$ cat src/rtl/usr_pkg.sv
// Shared mode encodings for the universal shift register and its users.
package usr_pkg;
  localparam logic [2:0] MODE_HOLD = 3'b000;
  localparam logic [2:0] MODE_LOAD = 3'b001;
  localparam logic [2:0] MODE_SHL  = 3'b010;
  localparam logic [2:0] MODE_SHR  = 3'b011;
  localparam logic [2:0] MODE_ROL  = 3'b100;
  localparam logic [2:0] MODE_ROR  = 3'b101;
  localparam logic [2:0] MODE_ASR  = 3'b110;
  localparam logic [2:0] MODE_CLR  = 3'b111;
endpackage

$ cat src/rtl/usr_sat_cnt.sv
// Saturating up-counter: sync clear beats increment, holds once it reaches MAX.
module usr_sat_cnt #(
  parameter int MAX = 4,
  parameter int W   = $clog2(MAX + 1)
) (
  input  logic         clk,
  input  logic         reset,
  input  logic         clr,
  input  logic         inc,
  output logic [W-1:0] cnt,
  output logic         sat
);
  assign sat = (cnt == W'(MAX));

  always_ff @(posedge clk or negedge reset) begin
    if (!reset)          cnt <= '0;
    else if (clr)        cnt <= '0;
    else if (inc && !sat) cnt <= cnt + W'(1);
  end
endmodule

$ cat src/rtl/univ_shift_reg.sv
// Universal register: load, shift, rotate, arithmetic shift, clear, with serial
// taps and a saturating shift counter for serialiser/deserialiser use.
module univ_shift_reg
  import usr_pkg::*;
#(
  parameter int               WIDTH     = 4,
  parameter logic [WIDTH-1:0] RESET_VAL = '0,
  localparam int              CW        = $clog2(WIDTH + 1)
) (
  input  logic             clk,
  input  logic             reset,
  input  logic             en,
  input  logic [2:0]       mode,
  input  logic [WIDTH-1:0] pin,
  input  logic             sin_l,
  input  logic             sin_r,
  output logic [WIDTH-1:0] out,
  output logic             sout_msb,
  output logic             sout_lsb,
  output logic [CW-1:0]    shcnt,
  output logic             done
);
  logic [WIDTH-1:0] shl_v, shr_v, rol_v, ror_v, asr_v, nxt;
  logic             cnt_clr, cnt_inc;

  assign sout_msb = out[WIDTH-1];
  assign sout_lsb = out[0];

  // A 1-bit register has no neighbours: shifts take the serial input, the rest are no-ops.
  generate
    if (WIDTH == 1) begin : g_w1
      assign shl_v = sin_l;
      assign shr_v = sin_r;
      assign rol_v = out;
      assign ror_v = out;
      assign asr_v = out;
    end else begin : g_wn
      assign shl_v = {out[WIDTH-2:0], sin_l};
      assign shr_v = {sin_r, out[WIDTH-1:1]};
      assign rol_v = {out[WIDTH-2:0], out[WIDTH-1]};
      assign ror_v = {out[0], out[WIDTH-1:1]};
      assign asr_v = {out[WIDTH-1], out[WIDTH-1:1]};
    end
  endgenerate

  always_comb begin
    nxt     = out;
    cnt_clr = 1'b0;
    cnt_inc = 1'b0;
    if (en) begin
      case (mode)
        MODE_HOLD: nxt = out;
        MODE_LOAD: begin nxt = pin;       cnt_clr = 1'b1; end
        MODE_SHL:  begin nxt = shl_v;     cnt_inc = 1'b1; end
        MODE_SHR:  begin nxt = shr_v;     cnt_inc = 1'b1; end
        MODE_ROL:  begin nxt = rol_v;     cnt_inc = 1'b1; end
        MODE_ROR:  begin nxt = ror_v;     cnt_inc = 1'b1; end
        MODE_ASR:  begin nxt = asr_v;     cnt_inc = 1'b1; end
        MODE_CLR:  begin nxt = RESET_VAL; cnt_clr = 1'b1; end
        default:   nxt = out;
      endcase
    end
  end

  always_ff @(posedge clk or negedge reset) begin
    if (!reset) out <= RESET_VAL;
    else        out <= nxt;
  end

  usr_sat_cnt #(.MAX(WIDTH), .W(CW)) u_cnt (
    .clk   (clk),
    .reset (reset),
    .clr   (cnt_clr),
    .inc   (cnt_inc),
    .cnt   (shcnt),
    .sat   (done)
  );
endmodule
$ cat config.mk
export PLATFORM = sky130hd
export DESIGN_NAME = univ_shift_reg
export DESIGN_NICKNAME = d
export VERILOG_FILES = /design/src/rtl/usr_pkg.sv /design/src/rtl/usr_sat_cnt.sv /design/src/rtl/univ_shift_reg.sv
export SDC_FILE = /design/constraint.sdc
export NUM_CORES = 1
export LEC_CHECK = 0
export BUFFER_PORTS_ARGS = -buffer_cell sky130_fd_sc_hd__buf_2
export CORE_AREA = 2 2 39 41
export CTS_BUF_LIST = sky130_fd_sc_hd__clkbuf_8
export DETAILED_ROUTE_END_ITERATION = 8
export DIE_AREA = 0 0 41 43
export PLACE_DENSITY = 0.81
export SLEW_MARGIN = 20
export SYNTH_ARGS = -nofsm -noshare
export SYNTH_HDL_FRONTEND = slang
export SYNTH_SLANG_ARGS = --single-unit
$ cat constraint.sdc
create_clock -name clk -period 3.6 [get_ports clk]
set_clock_uncertainty 0.05 [all_clocks]
set_input_delay 0.36 -clock clk [delete_from_list [all_inputs] [get_ports clk]]
set_output_delay 0.36 -clock clk [all_outputs]
set_load 0.005 [all_outputs]
# ---- After elaboration in Yosys (flattened, before gate mapping)
# Cells that the tools add are included.
dict set report classes {
  n_addsub 1
  n_eq_ne 8
  muxes 7
  n_bitwise 2
  reduce_logical 8
}
# op n
set op_table {}
lappend op_table {{4-bit one-hot mux with 7 select lines} 1}
lappend op_table {{3-bit equality test, second input constant} 5}
lappend op_table {{3-bit by 2-bit equality test with 1-bit output, second input constant} 2}
lappend op_table {{3-bit two-way mux} 2}
lappend op_table {{5-bit OR reduction} 1}
lappend op_table {{1-bit two-way mux} 4}
lappend op_table {{3-bit by 1-bit adder with 3-bit output, second input constant} 1}
lappend op_table {{3-bit by 1-bit equality test with 1-bit output, second input constant} 1}
lappend op_table {{3-bit logical NOT} 1}
lappend op_table {{3-bit AND reduction} 1}
lappend op_table {{1-bit inverter} 2}
lappend op_table {{2-bit AND reduction} 1}
lappend op_table {{2-bit nonzero test} 1}
lappend op_table {{2-bit OR reduction} 1}
lappend op_table {{1-bit logical AND} 1}
lappend op_table {{1-bit logical NOT} 1}
dict set report word_totals {
  ff_bits 7
  input_bits 12
  out_inout_bits 10
  elab_cells 29
}

# ---- Logic depth before layout (Yosys ltp)
# Gate-level depths: netlist of the first run.
dict set report depth {
  ltp_word 7
  depth_mapped 6
  ltp_nobuf 6
}

# ---- Cells and area by module
# From an unflattened synthesis of the first run, not the netlist that was laid out.
dict set report hier_totals {
  hier_cells 70
  hier_area_um2 583.1
}
# module instances cells_each area_per_inst_um2 seq_area_each_um2
set modules_own_cells {}
lappend modules_own_cells {univ_shift_reg 1 52 390.4 100.1}
lappend modules_own_cells {usr_sat_cnt 1 18 192.7 75.1}

# ---- Least setup slack after synthesis of the first run
# No wires, ideal clock.
dict set report synth_path {
  path_kind {input port to flip-flop}
  startpoint {in mode[1]}
  endpoint {reg out[0]}
  setup_time_ns 0.122
  t_arrival_ns 1.249
  required_time_ns 3.428
  path_slack_ns 2.180
  cell_stages 5
  path_buffers 1
  path_cell_list {buf_6 -> and2_4 -> xnor2_1 -> a221o_1 -> a32o_1}
}
dict set report synth_between {
  elab_chain_len 3
  word_cells_on_any_way 11
  cone_classes {eq/ne: 7; mux: 1; bitwise: 1; reduce/logical: 2}
}
# item line
set synth_lines {}
lappend synth_lines {{start: declaration} univ_shift_reg.sv:13} ;# input logic [2:0] mode,
lappend synth_lines {{branches (longest 3 deep; another with 4-bit one-hot mux with 7 select lines)} n/a}
lappend synth_lines {{end signal: assignment} univ_shift_reg.sv:67} ;# else out <= nxt;
lappend synth_lines {{end: declaration} univ_shift_reg.sv:17} ;# output logic [WIDTH-1:0] out,
# Several ways; the timed one is not identified.
# A chain may end at the register's enable or synchronous reset.

# ---- Worst setup path after layout of the first run
dict set report layout_path {
  startpoint {reg u_cnt.cnt[0]}
  endpoint {out done}
}
dict set report layout_between {
  elab_chain_len 1
}
# item line
set layout_lines {}
lappend layout_lines {{start: declaration} usr_sat_cnt.sv:10} ;# output logic [W-1:0] cnt,
lappend layout_lines {{start signal: assignment} usr_sat_cnt.sv:18} ;# else if (inc && !sat) cnt <= cnt + W'(1);
lappend layout_lines {{3-bit equality test} usr_sat_cnt.sv:13} ;# assign sat = (cnt == W'(MAX));
lappend layout_lines {{end: declaration} univ_shift_reg.sv:21} ;# output logic done
# Every way passes these cells.

==> impl_metrics.env, run 1 <==
export IMPL_status="finished clean"
export IMPL_pwr_share_clk_pct=29.4
export IMPL_die_h_um=43
export IMPL_avgViaCountPerCell=5.34
export IMPL_grt_antenna_before_repair=0
export IMPL_routed_wl_mm=1.23
export IMPL_cts_path_max_buffers=2
export IMPL_fin_util_pct=50.1
export IMPL_io_buffers=21
export IMPL_worst_setup_path_end_kind="output pin"
export IMPL_async_flop_share_pct=100
export IMPL_dieWidth_um=41
export IMPL_coreArea_um2=1380
export IMPL_power_density_nw_per_um2=530
export IMPL_p_comb_share_pct=35.6
export IMPL_synth_cell_types=27
export IMPL_ys_seq_area_share_pct=30.8
export IMPL_nFillCells=146
export IMPL_drc=0
export IMPL_seq_area_um2=175
export IMPL_worst_pin_slew_ps=438
export IMPL_power_switching_uw=123
export IMPL_synth_seq_cells=7
export IMPL_cts_tree="done"
export IMPL_syn_to_final_growth_pct=22.0
export IMPL_synth_edff_count=0
export IMPL_final_setup_viol_count=0
export IMPL_fp_dieArea_um2=1760
export IMPL_finalCritPeriodShare_pct=42.5
export IMPL_nets=102
export IMPL_leakage_nw=0.357
export IMPL_gp_congestion=0.741
export IMPL_cts_sinks=7
export IMPL_syn_cell_area_um2=568
export IMPL_ir_drop_mv=0.235
export IMPL_final_hold_viol_count=0
export IMPL_rsz0062_at_grt="no"
export IMPL_cts_buffers=3
export IMPL_htree_levels=1
export IMPL_hold_buffers=1
export IMPL_rows=14
export IMPL_grt_max_degree=15
export IMPL_swShare_pct=33.4
export IMPL_dr_pass1_iters=4
export IMPL_arrival_ps=1120
export IMPL_r2r_slack_ps=2210
export IMPL_yosys_top_cells_area="dfrtp_1 31%, nand2_1 5.9%, buf_6 5.9%"
export IMPL_grt_pass1_vias=502
export IMPL_fin_setup_tns_ps=0
export IMPL_final_setup_worst_slack_ps=2070
export IMPL_dp_hpwl_um=951
export IMPL_power_frac_seq_pct=35.0
export IMPL_start_util_pct=41.0
export IMPL_crit_type="flip-flop to output pin"
export IMPL_clk_latency_ps=230
export IMPL_grt_overflow=0
export IMPL_fmax_mhz=654
export IMPL_synth_most_common_cell="nand2_1"
export IMPL_cts_setup_buffers=0
export IMPL_synthFlopType="dfrtp_1"
export IMPL_synthTopCellsByCount="9 x nand2_1, 8 x nor2_1, 7 x dfrtp_1, 5 x inv_1"
export IMPL_grt_total_usage_pct=16.6
export IMPL_post_cts_resized=0
export IMPL_avgSynthCellArea_um2=8.48
export IMPL_dpl_worst_slack_ps=2010
export IMPL_multi_input_area_um2=318
export IMPL_grt_pass1_wl_mm=1.90
export IMPL_num_vias=550
export IMPL_rr_endpoint="out[0]$_DFFE_PN0P_"
export IMPL_r2r_start="out[3]$_DFFE_PN0P_"
export IMPL_relSlewSlack_pct=70.6
export IMPL_cp_max_fo=3
export IMPL_start_kind="flip-flop"
export IMPL_drv_cap=0
export IMPL_path_clk_slew_ps=40
export IMPL_cts_root_buffer="clkbuf_8"
export IMPL_required_ps=3190
export IMPL_syn_inst=67
export IMPL_period_minus_slack_ps=1530
export IMPL_synth_top_area_cell="dfrtp_1"
export IMPL_power_internal_uw=245
export IMPL_hold_path_class="input pin to async pin"
export IMPL_diodes=0
export IMPL_first_iter_violations=11
export IMPL_ant_nets=0
export IMPL_drive_gt1_share_pct=31.0
export IMPL_netlist_area_leader_share_pct=30.8
export IMPL_io_pins=22
export IMPL_synth_net_count=81
export IMPL_slew_viol_final=0
export IMPL_yosysWarnings=0
export IMPL_reg2reg_depth=4
export IMPL_routedWlPerCell_um=12.0
==> worst max path at each step <==
| stage | end | slack, ps | startpoint | cells past startpoint |
|---|---|---|---|---|
| after floorplan | out[0]$_DFFE_PN0P_ | 2180 | mode[1] | 5 |
| after global placement | out[0]$_DFFE_PN0P_ | 2070 | mode[2] | 5 |
| after detailed placement | out[0]$_DFFE_PN0P_ | 2010 | mode[2] | 5 |
| after CTS | done | 2060 | u_cnt.cnt[0]$_DFFE_PN0P_ | 5 |
| after global routing | done | 1990 | u_cnt.cnt[0]$_DFFE_PN0P_ | 5 |
| final | done | 2070 | u_cnt.cnt[0]$_DFFE_PN0P_ | 5 |
==> sequential cells by signal (all words and copies together) (netlist names) <==
| register | count |
|---|---|
| out | 4 |
| u_cnt.cnt | 3 |
==> final cells by class <==
type	instances	area share (%)
Clock buffer	3	5.96
Clock inverter	1	0.722
Inverter	5	2.71
Tap cell	16	2.89
Multi-Input combinational cell	49	45.8
Sequential cell	7	25.3
Timing Repair Buffer	22	16.6
==> logic make-up (layout without fill, tap and decap cells) <==
group	after synthesis	after routing	share of synthesized area, %
buf+inv	11	31	13.2
xor+xnor	4	4	6.17
flops	7	7	30.8
fa+ha+maj	2	2	4.40
mux	3	3	5.29
compound gates	15	15	19.8
simple gates	25	25	20.3
==> metrics by stage <==
| stage | total power [mW] | area [um^2] | hold slack [ps] | std cells |
|---|---|---|---|---|
| after global routing | 0.402 | 693 | 453 | 103 |
| after global placement | 0.254 | 637 | 154 | 98 |
| final | 0.367 | 693 | 436 | 103 |
| after CTS | 0.375 | 693 | 439 | 103 |
| after floorplan | 0.215 | 568 | 14.4 | 67 |
| after detailed placement | 0.260 | 637 | 152 | 98 |
==> power by group through the flow <==
| stage | clock network (mW) | logic [mW] | registers (mW) |
|---|---|---|---|
| finish | 0.108 | 0.131 | 0.129 |
| global route | 0.119 | 0.150 | 0.133 |
| CTS | 0.114 | 0.133 | 0.128 |
| detailed placement | 0 | 0.131 | 0.129 |
| global placement | 0 | 0.126 | 0.128 |
| floorplan | 0 | 0.0868 | 0.128 |
==> per-layer routing <==
layer	track usage [%]	part of all wire, %
met1	18.4	42
met4	10.0	1.5
met5	0	0
met2	24.4	49
met3	7.85	7.4
==> placed cells by master, fill, tap and decap left out, drive strengths merged <==
cell / instances
buf: 21
nand2b: 1
nand2: 9
nor2: 8
o21a: 1
xnor2: 3
nand3: 2
o221ai: 1
clkinv: 1
dfrtp: 7
a31oi: 2
and3: 1
inv: 5
ha: 2
o21ai: 2
o31ai: 1
a221o: 1
a211oi: 1
nand4: 1
nor3: 1
clkbuf: 3
o2111ai: 1
a21oi: 2
dlygate4sd3: 1
or2b: 1
a32o: 3
mux2i: 3
and2: 1
xor2: 1
==> critical path, stage by stage (launching register included) <==
cell     delay, ps
dfrtp_1        360
inv_1           80
ha_1           200
nand2_1        100
inv_1           40
buf_2          110
Power figures use the tool's default switching activity.
==> run 2: changes to the inputs <==
--- a/config.mk
+++ b/config.mk
@@ -10,7 +10,7 @@
 export CTS_BUF_LIST = sky130_fd_sc_hd__clkbuf_8
 export DETAILED_ROUTE_END_ITERATION = 8
 export DIE_AREA = 0 0 41 43
-export PLACE_DENSITY = 0.81
+export PLACE_DENSITY = 0.84
 export SLEW_MARGIN = 20
 export SYNTH_ARGS = -nofsm -noshare
 export SYNTH_HDL_FRONTEND = slang
==> constraint.sdc (replaced) <==
create_clock -name clk -period 1.3 [get_ports clk]
set_clock_uncertainty 0.05 [all_clocks]
set_input_delay 0.13 -clock clk [delete_from_list [all_inputs] [get_ports clk]]
set_output_delay 0.13 -clock clk [all_outputs]
set_load 0.005 [all_outputs]
==> impl_metrics.env, run 2 (synthesis gave the netlist of run 1 again) <==
export IMPL_status="finished clean"
export IMPL_slew_viol_final=0
export IMPL_syn_to_final_growth_pct=30.6
export IMPL_drv_cap=0
export IMPL_cts_root_buffer="clkbuf_8"
export IMPL_mostFrequentLayoutCells="21 x buf_2, 8 x nand2_1, 7 x nor2_1, 7 x dfrtp_1"
export IMPL_required_ps=1120
export IMPL_path_clk_slew_ps=40
export IMPL_avgViaCountPerCell=5.35
export IMPL_crit_end="done"
export IMPL_num_vias=578
export IMPL_grt_pass1_vias=535
export IMPL_dpl_worst_slack_ps=21.8
export IMPL_top_regs="out (4), u_cnt.cnt (3)"
export IMPL_cts_tree="done"
export IMPL_crit_type="flip-flop to output pin"
export IMPL_critPathMaxStageDelay_ps=390
export IMPL_ant_nets=0
export IMPL_final_setup_worst_slack_ps=15.3
export IMPL_ir_drop_mv=0.596
export IMPL_routed_wl_mm=1.37
export IMPL_routedWlPerCell_um=12.7
export IMPL_grt_antenna_before_repair=0
export IMPL_largest_reg_flops=4
export IMPL_rsz0062_at_grt="yes"
export IMPL_grt_pass1_wl_mm=2.04
export IMPL_critPathSlowestCell="dfrtp_1"
export IMPL_htree_levels=1
export IMPL_grt_overflow=0
export IMPL_fp_dieArea_um2=1760
export IMPL_worst_pin_slew_ps=367
export IMPL_cts_setup_buffers=0
export IMPL_rr_endpoint="out[0]$_DFFE_PN0P_"
export IMPL_gp_congestion=0.689
export IMPL_arrival_ps=1100
export IMPL_clk_latency_ps=220
export IMPL_relSlewSlack_pct=75.3
export IMPL_final_hold_viol_count=0
export IMPL_largest_register="out"
export IMPL_first_iter_violations=15
export IMPL_whs_ps=224
export IMPL_r2r_start="out[3]$_DFFE_PN0P_"
export IMPL_final_setup_viol_count=0
export IMPL_path_cells="inv_2, ha_2, nand2_2, inv_1, buf_2"
export IMPL_r2r_slack_ps=40
export IMPL_drc=0
export IMPL_diodes=0
export IMPL_io_buffers=21
export IMPL_nets=107
export IMPL_hold_path_class="input pin to async pin"
export IMPL_cts_sinks=7
export IMPL_cts_buffers=3
export IMPL_start_kind="flip-flop"
export IMPL_dieWidth_um=41
export IMPL_finalPower_mw=1.05
export IMPL_rows=14
export IMPL_crit_path_start="u_cnt.cnt[0]$_DFFE_PN0P_"
export IMPL_grt_max_degree=12
export IMPL_dp_hpwl_mm=1.05
export IMPL_start_util_pct=41.0
export IMPL_grt_total_usage_pct=17.5
export IMPL_coreArea_um2=1380
export IMPL_dr_pass1_iters=4
export IMPL_drive_gt1_share_pct=39.1
export IMPL_die_h_um=43
export IMPL_cts_path_max_buffers=2
export IMPL_power_density_nw_per_um2=1420
export IMPL_io_pins=22
export IMPL_finalCritPeriodShare_pct=98.8
export IMPL_reg2reg_depth=4
export IMPL_worst_setup_path_end_kind="output pin"
export IMPL_period_minus_slack_ps=1280
export IMPL_layout_commonest_cell="buf_2"
export IMPL_cp_max_fo=3
export IMPL_leakage_nw=0.383
export IMPL_fmax_mhz=778
-- run 2: changes by cell type in the layout (fill, tap and decap cells not counted), sizes merged --
cell / previous run / this run
inv: 5 / 6
buf: 21 / 26
clkinv: 1 / 0
-- run 2: critical path: cells and delay by family (launching register included) --
family,cells,cell delay [ps]
flip-flops,1,390
buffers and inverters,3,250
adder cells (fa/ha/maj),1,170
AND/OR/NAND/NOR,1,70
-- run 2: what timing repair did --
action	4_1_cts	5_1_grt
endpoints found under the setup margin	0	5
hold buffers	1	0
resized for setup	0	5
endpoints found under the hold margin	7	0
-- run 2: worst min-delay path by stage --
stage	from	end	slack, ps
2_1_floorplan	reset	out[0]$_DFFE_PN0P_	-220
5_1_grt	reset	out[0]$_DFFE_PN0P_	240
6_report	reset	u_cnt.cnt[1]$_DFFE_PN0P_	220
4_1_cts	reset	u_cnt.cnt[1]$_DFFE_PN0P_	230
3_5_place_dp	reset	u_cnt.cnt[1]$_DFFE_PN0P_	-80
3_3_place_gp	reset	u_cnt.cnt[1]$_DFFE_PN0P_	-80
-- run 2: final cells by class --
class / count / area [um^2]
well taps: 16 / 20.0
clock inverters: 1 / 3.75
inverters: 5 / 18.8
flip-flops and latches: 7 / 175
clock buffers: 3 / 41.3
repair buffers: 27 / 153
multi-input cells: 49 / 330
fillers: 132 / 642
-- run 2: power breakdown --
group          leakage [nW]  internal [mW]  switching (mW)  total (mW)
registers            0.0880          0.286          0.0665       0.352
clock network        0.0269          0.203          0.0815       0.284
logic                 0.268          0.212           0.206       0.418
total                 0.383          0.700           0.355        1.05
-- run 2: metal layers --
layer	vias to the layer above	global-route usage, %	share of wire, %
met5	-	0	0
met4	0	10.0	1.1
met3	2	4.71	5.5
met2	24	28.1	54
met1	267	19.4	39
li1	285	-	-
-- run 2: metrics by stage --
step	std cells	TNS, ps	utilization, %	instance area (um^2)
3_3_place_gp	103	0	48.7	674
4_1_cts	108	0	52.7	729
3_5_place_dp	103	0	48.7	674
6_report	108	0	53.6	742
5_1_grt	108	-47.2	53.6	742
2_1_floorplan	67	0	-	568
==> run 3: changes to the inputs <==
--- a/config.mk
+++ b/config.mk
@@ -10,7 +10,7 @@
 export CTS_BUF_LIST = sky130_fd_sc_hd__clkbuf_8
 export DETAILED_ROUTE_END_ITERATION = 8
 export DIE_AREA = 0 0 41 43
-export PLACE_DENSITY = 0.84
+export PLACE_DENSITY = 0.81
 export SLEW_MARGIN = 20
 export SYNTH_ARGS = -nofsm -noshare
 export SYNTH_HDL_FRONTEND = slang
==> constraint.sdc (replaced) <==
create_clock -name clk -period 1.61 [get_ports clk]
set_clock_uncertainty 0.05 [all_clocks]
set_input_delay 0.161 -clock clk [delete_from_list [all_inputs] [get_ports clk]]
set_output_delay 0.161 -clock clk [all_outputs]
set_load 0.005 [all_outputs]
==> impl_metrics.env, run 3 (synthesis gave the netlist of run 1 again) <==
export IMPL_critPathMaxStageDelay_ps=430
export IMPL_dpl_worst_slack_ps=218
export IMPL_fp_dieArea_um2=1760
export IMPL_ant_nets=0
export IMPL_post_route_cell_area_um2=692
export IMPL_ir_drop_mv=0.475
export IMPL_avgViaCountPerCell=5.21
export IMPL_grt_max_degree=15
export IMPL_worst_setup_path_end_kind="flip-flop"
export IMPL_critPathSlowestCell="dfrtp_1"
export IMPL_rsz0062_at_grt="no"
export IMPL_grt_antenna_before_repair=0
export IMPL_period_minus_slack_ps=1360
export IMPL_diodes=0
export IMPL_final_setup_worst_slack_ps=247
export IMPL_fin_setup_tns_ps=0
export IMPL_num_vias=537
export IMPL_placed_area_um2=637
export IMPL_power_density_nw_per_um2=1190
export IMPL_rows=14
export IMPL_cts_buffers=3
export IMPL_layout_commonest_cell="buf_2"
export IMPL_dieWidth_um=41
export IMPL_dp_hpwl_um=905
export IMPL_post_cts_resized=0
export IMPL_worst_pin_slew_ps=430
export IMPL_drv_cap=0
export IMPL_largest_reg_flops=4
export IMPL_grt_pass1_wl_mm=1.83
export IMPL_cts_tree="done"
export IMPL_syn_to_final_growth_pct=21.8
export IMPL_slew_viol_final=0
export IMPL_whs_ps=247
export IMPL_io_buffers=21
export IMPL_cts_sinks=7
export IMPL_required_ps=1660
export IMPL_final_setup_viol_count=0
export IMPL_hold_path_class="input pin to async pin"
export IMPL_cts_path_max_buffers=2
export IMPL_htree_levels=1
export IMPL_routed_wl_mm=1.19
export IMPL_finalCritPeriodShare_pct=84.7
export IMPL_routedWlPerCell_um=11.6
export IMPL_arrival_ps=1420
export IMPL_crit_type="flip-flop to flip-flop"
export IMPL_cts_setup_buffers=0
export IMPL_clk_latency_ps=220
export IMPL_final_hold_viol_count=0
export IMPL_start_util_pct=41.0
export IMPL_gp_congestion=0.711
export IMPL_grt_overflow=0
export IMPL_grt_total_usage_pct=15.3
export IMPL_path_cells="or2b_2, a21oi_1, a221o_1, a32o_1"
export IMPL_coreArea_um2=1380
export IMPL_fmax_mhz=733
export IMPL_leakage_nw=0.358
export IMPL_start_kind="flip-flop"
export IMPL_nets=102
export IMPL_grt_pass1_vias=468
export IMPL_io_pins=22
export IMPL_first_iter_violations=23
export IMPL_mostFrequentLayoutCells="21 x buf_2, 9 x nand2_1, 8 x nor2_1, 7 x dfrtp_1, 6 x inv_1"
export IMPL_cts_root_buffer="clkbuf_8"
export IMPL_top_regs="out (4), u_cnt.cnt (3)"
export IMPL_largest_register="out"
export IMPL_status="finished clean"
export IMPL_finalPower_uw=823
export IMPL_drc=0
export IMPL_cp_max_fo=7
export IMPL_die_h_um=43
export IMPL_drive_gt1_share_pct=29.9
export IMPL_dr_pass1_iters=4
export IMPL_path_clk_slew_ps=40
export IMPL_relSlewSlack_pct=71.1
[run 3: metrics by stage]
| stage | cells | util (%) |
|---|---|---|
| 6_report | 103 | 50.0 |
| 5_1_grt | 103 | 50.0 |
| 4_1_cts | 103 | 50.0 |
| 3_5_place_dp | 98 | 46.0 |
| 3_3_place_gp | 98 | 46.0 |
| 2_1_floorplan | 67 | - |
[run 3: area by class of cell]
| cell class | instances | area (um^2) |
|---|---|---|
| clock buffers | 3 | 41.3 |
| inverters | 5 | 18.8 |
| multi-input cells | 49 | 318 |
| repair buffers | 22 | 115 |
| flip-flops and latches | 7 | 175 |
| fillers | 142 | 692 |
| clock inverters | 1 | 3.75 |
| well taps | 16 | 20.0 |
[run 3: timing repair]
item / 4_1_cts / 5_1_grt
endpoints found under the hold margin: 7 / 0
setup endpoints to repair: 0 / 0
hold buffers: 1 / 0
[run 3: where the power goes]
part / leakage [nW] / internal, mW / switching [mW]
logic: 0.243 / 0.151 / 0.146
registers: 0.0880 / 0.231 / 0.0576
clock network: 0.0269 / 0.165 / 0.0734
[run 3: layer usage]
| metal | share of wire, % | up-vias | track usage, % |
|---|---|---|---|
| met3 | 4.3 | 2 | 3.14 |
| li1 | - | 272 | - |
| met2 | 48 | 11 | 21.3 |
| met1 | 47 | 252 | 20.4 |
| met5 | 0 | - | 0 |
| met4 | 0.67 | 0 | 10.0 |
[run 3: worst max-delay path: cells and delay by family (launching register included)]
kind | cells | cell delay, ps
AOI/OAI and AO/OA | 3 | 570
DFF | 1 | 430
and+or+nand+nor | 1 | 190
[run 3: path summary, 6_finish.rpt]
path	from	slack (ps)	endpoint	cells after the start
setup / recovery	out[3]$_DFFE_PN0P_	250	out[0]$_DFFE_PN0P_	4
hold / removal	reset	250	u_cnt.cnt[1]$_DFFE_PN0P_	2
setup reg to reg	out[3]$_DFFE_PN0P_	250	out[0]$_DFFE_PN0P_	4
hold reg to reg	u_cnt.cnt[2]$_DFFE_PN0P_	520	u_cnt.cnt[2]$_DFFE_PN0P_	2
max in group asynchronous	reset	1100	out[1]$_DFFE_PN0P_	2
min in group clk	pin[2]	270	out[2]$_DFFE_PN0P_	4
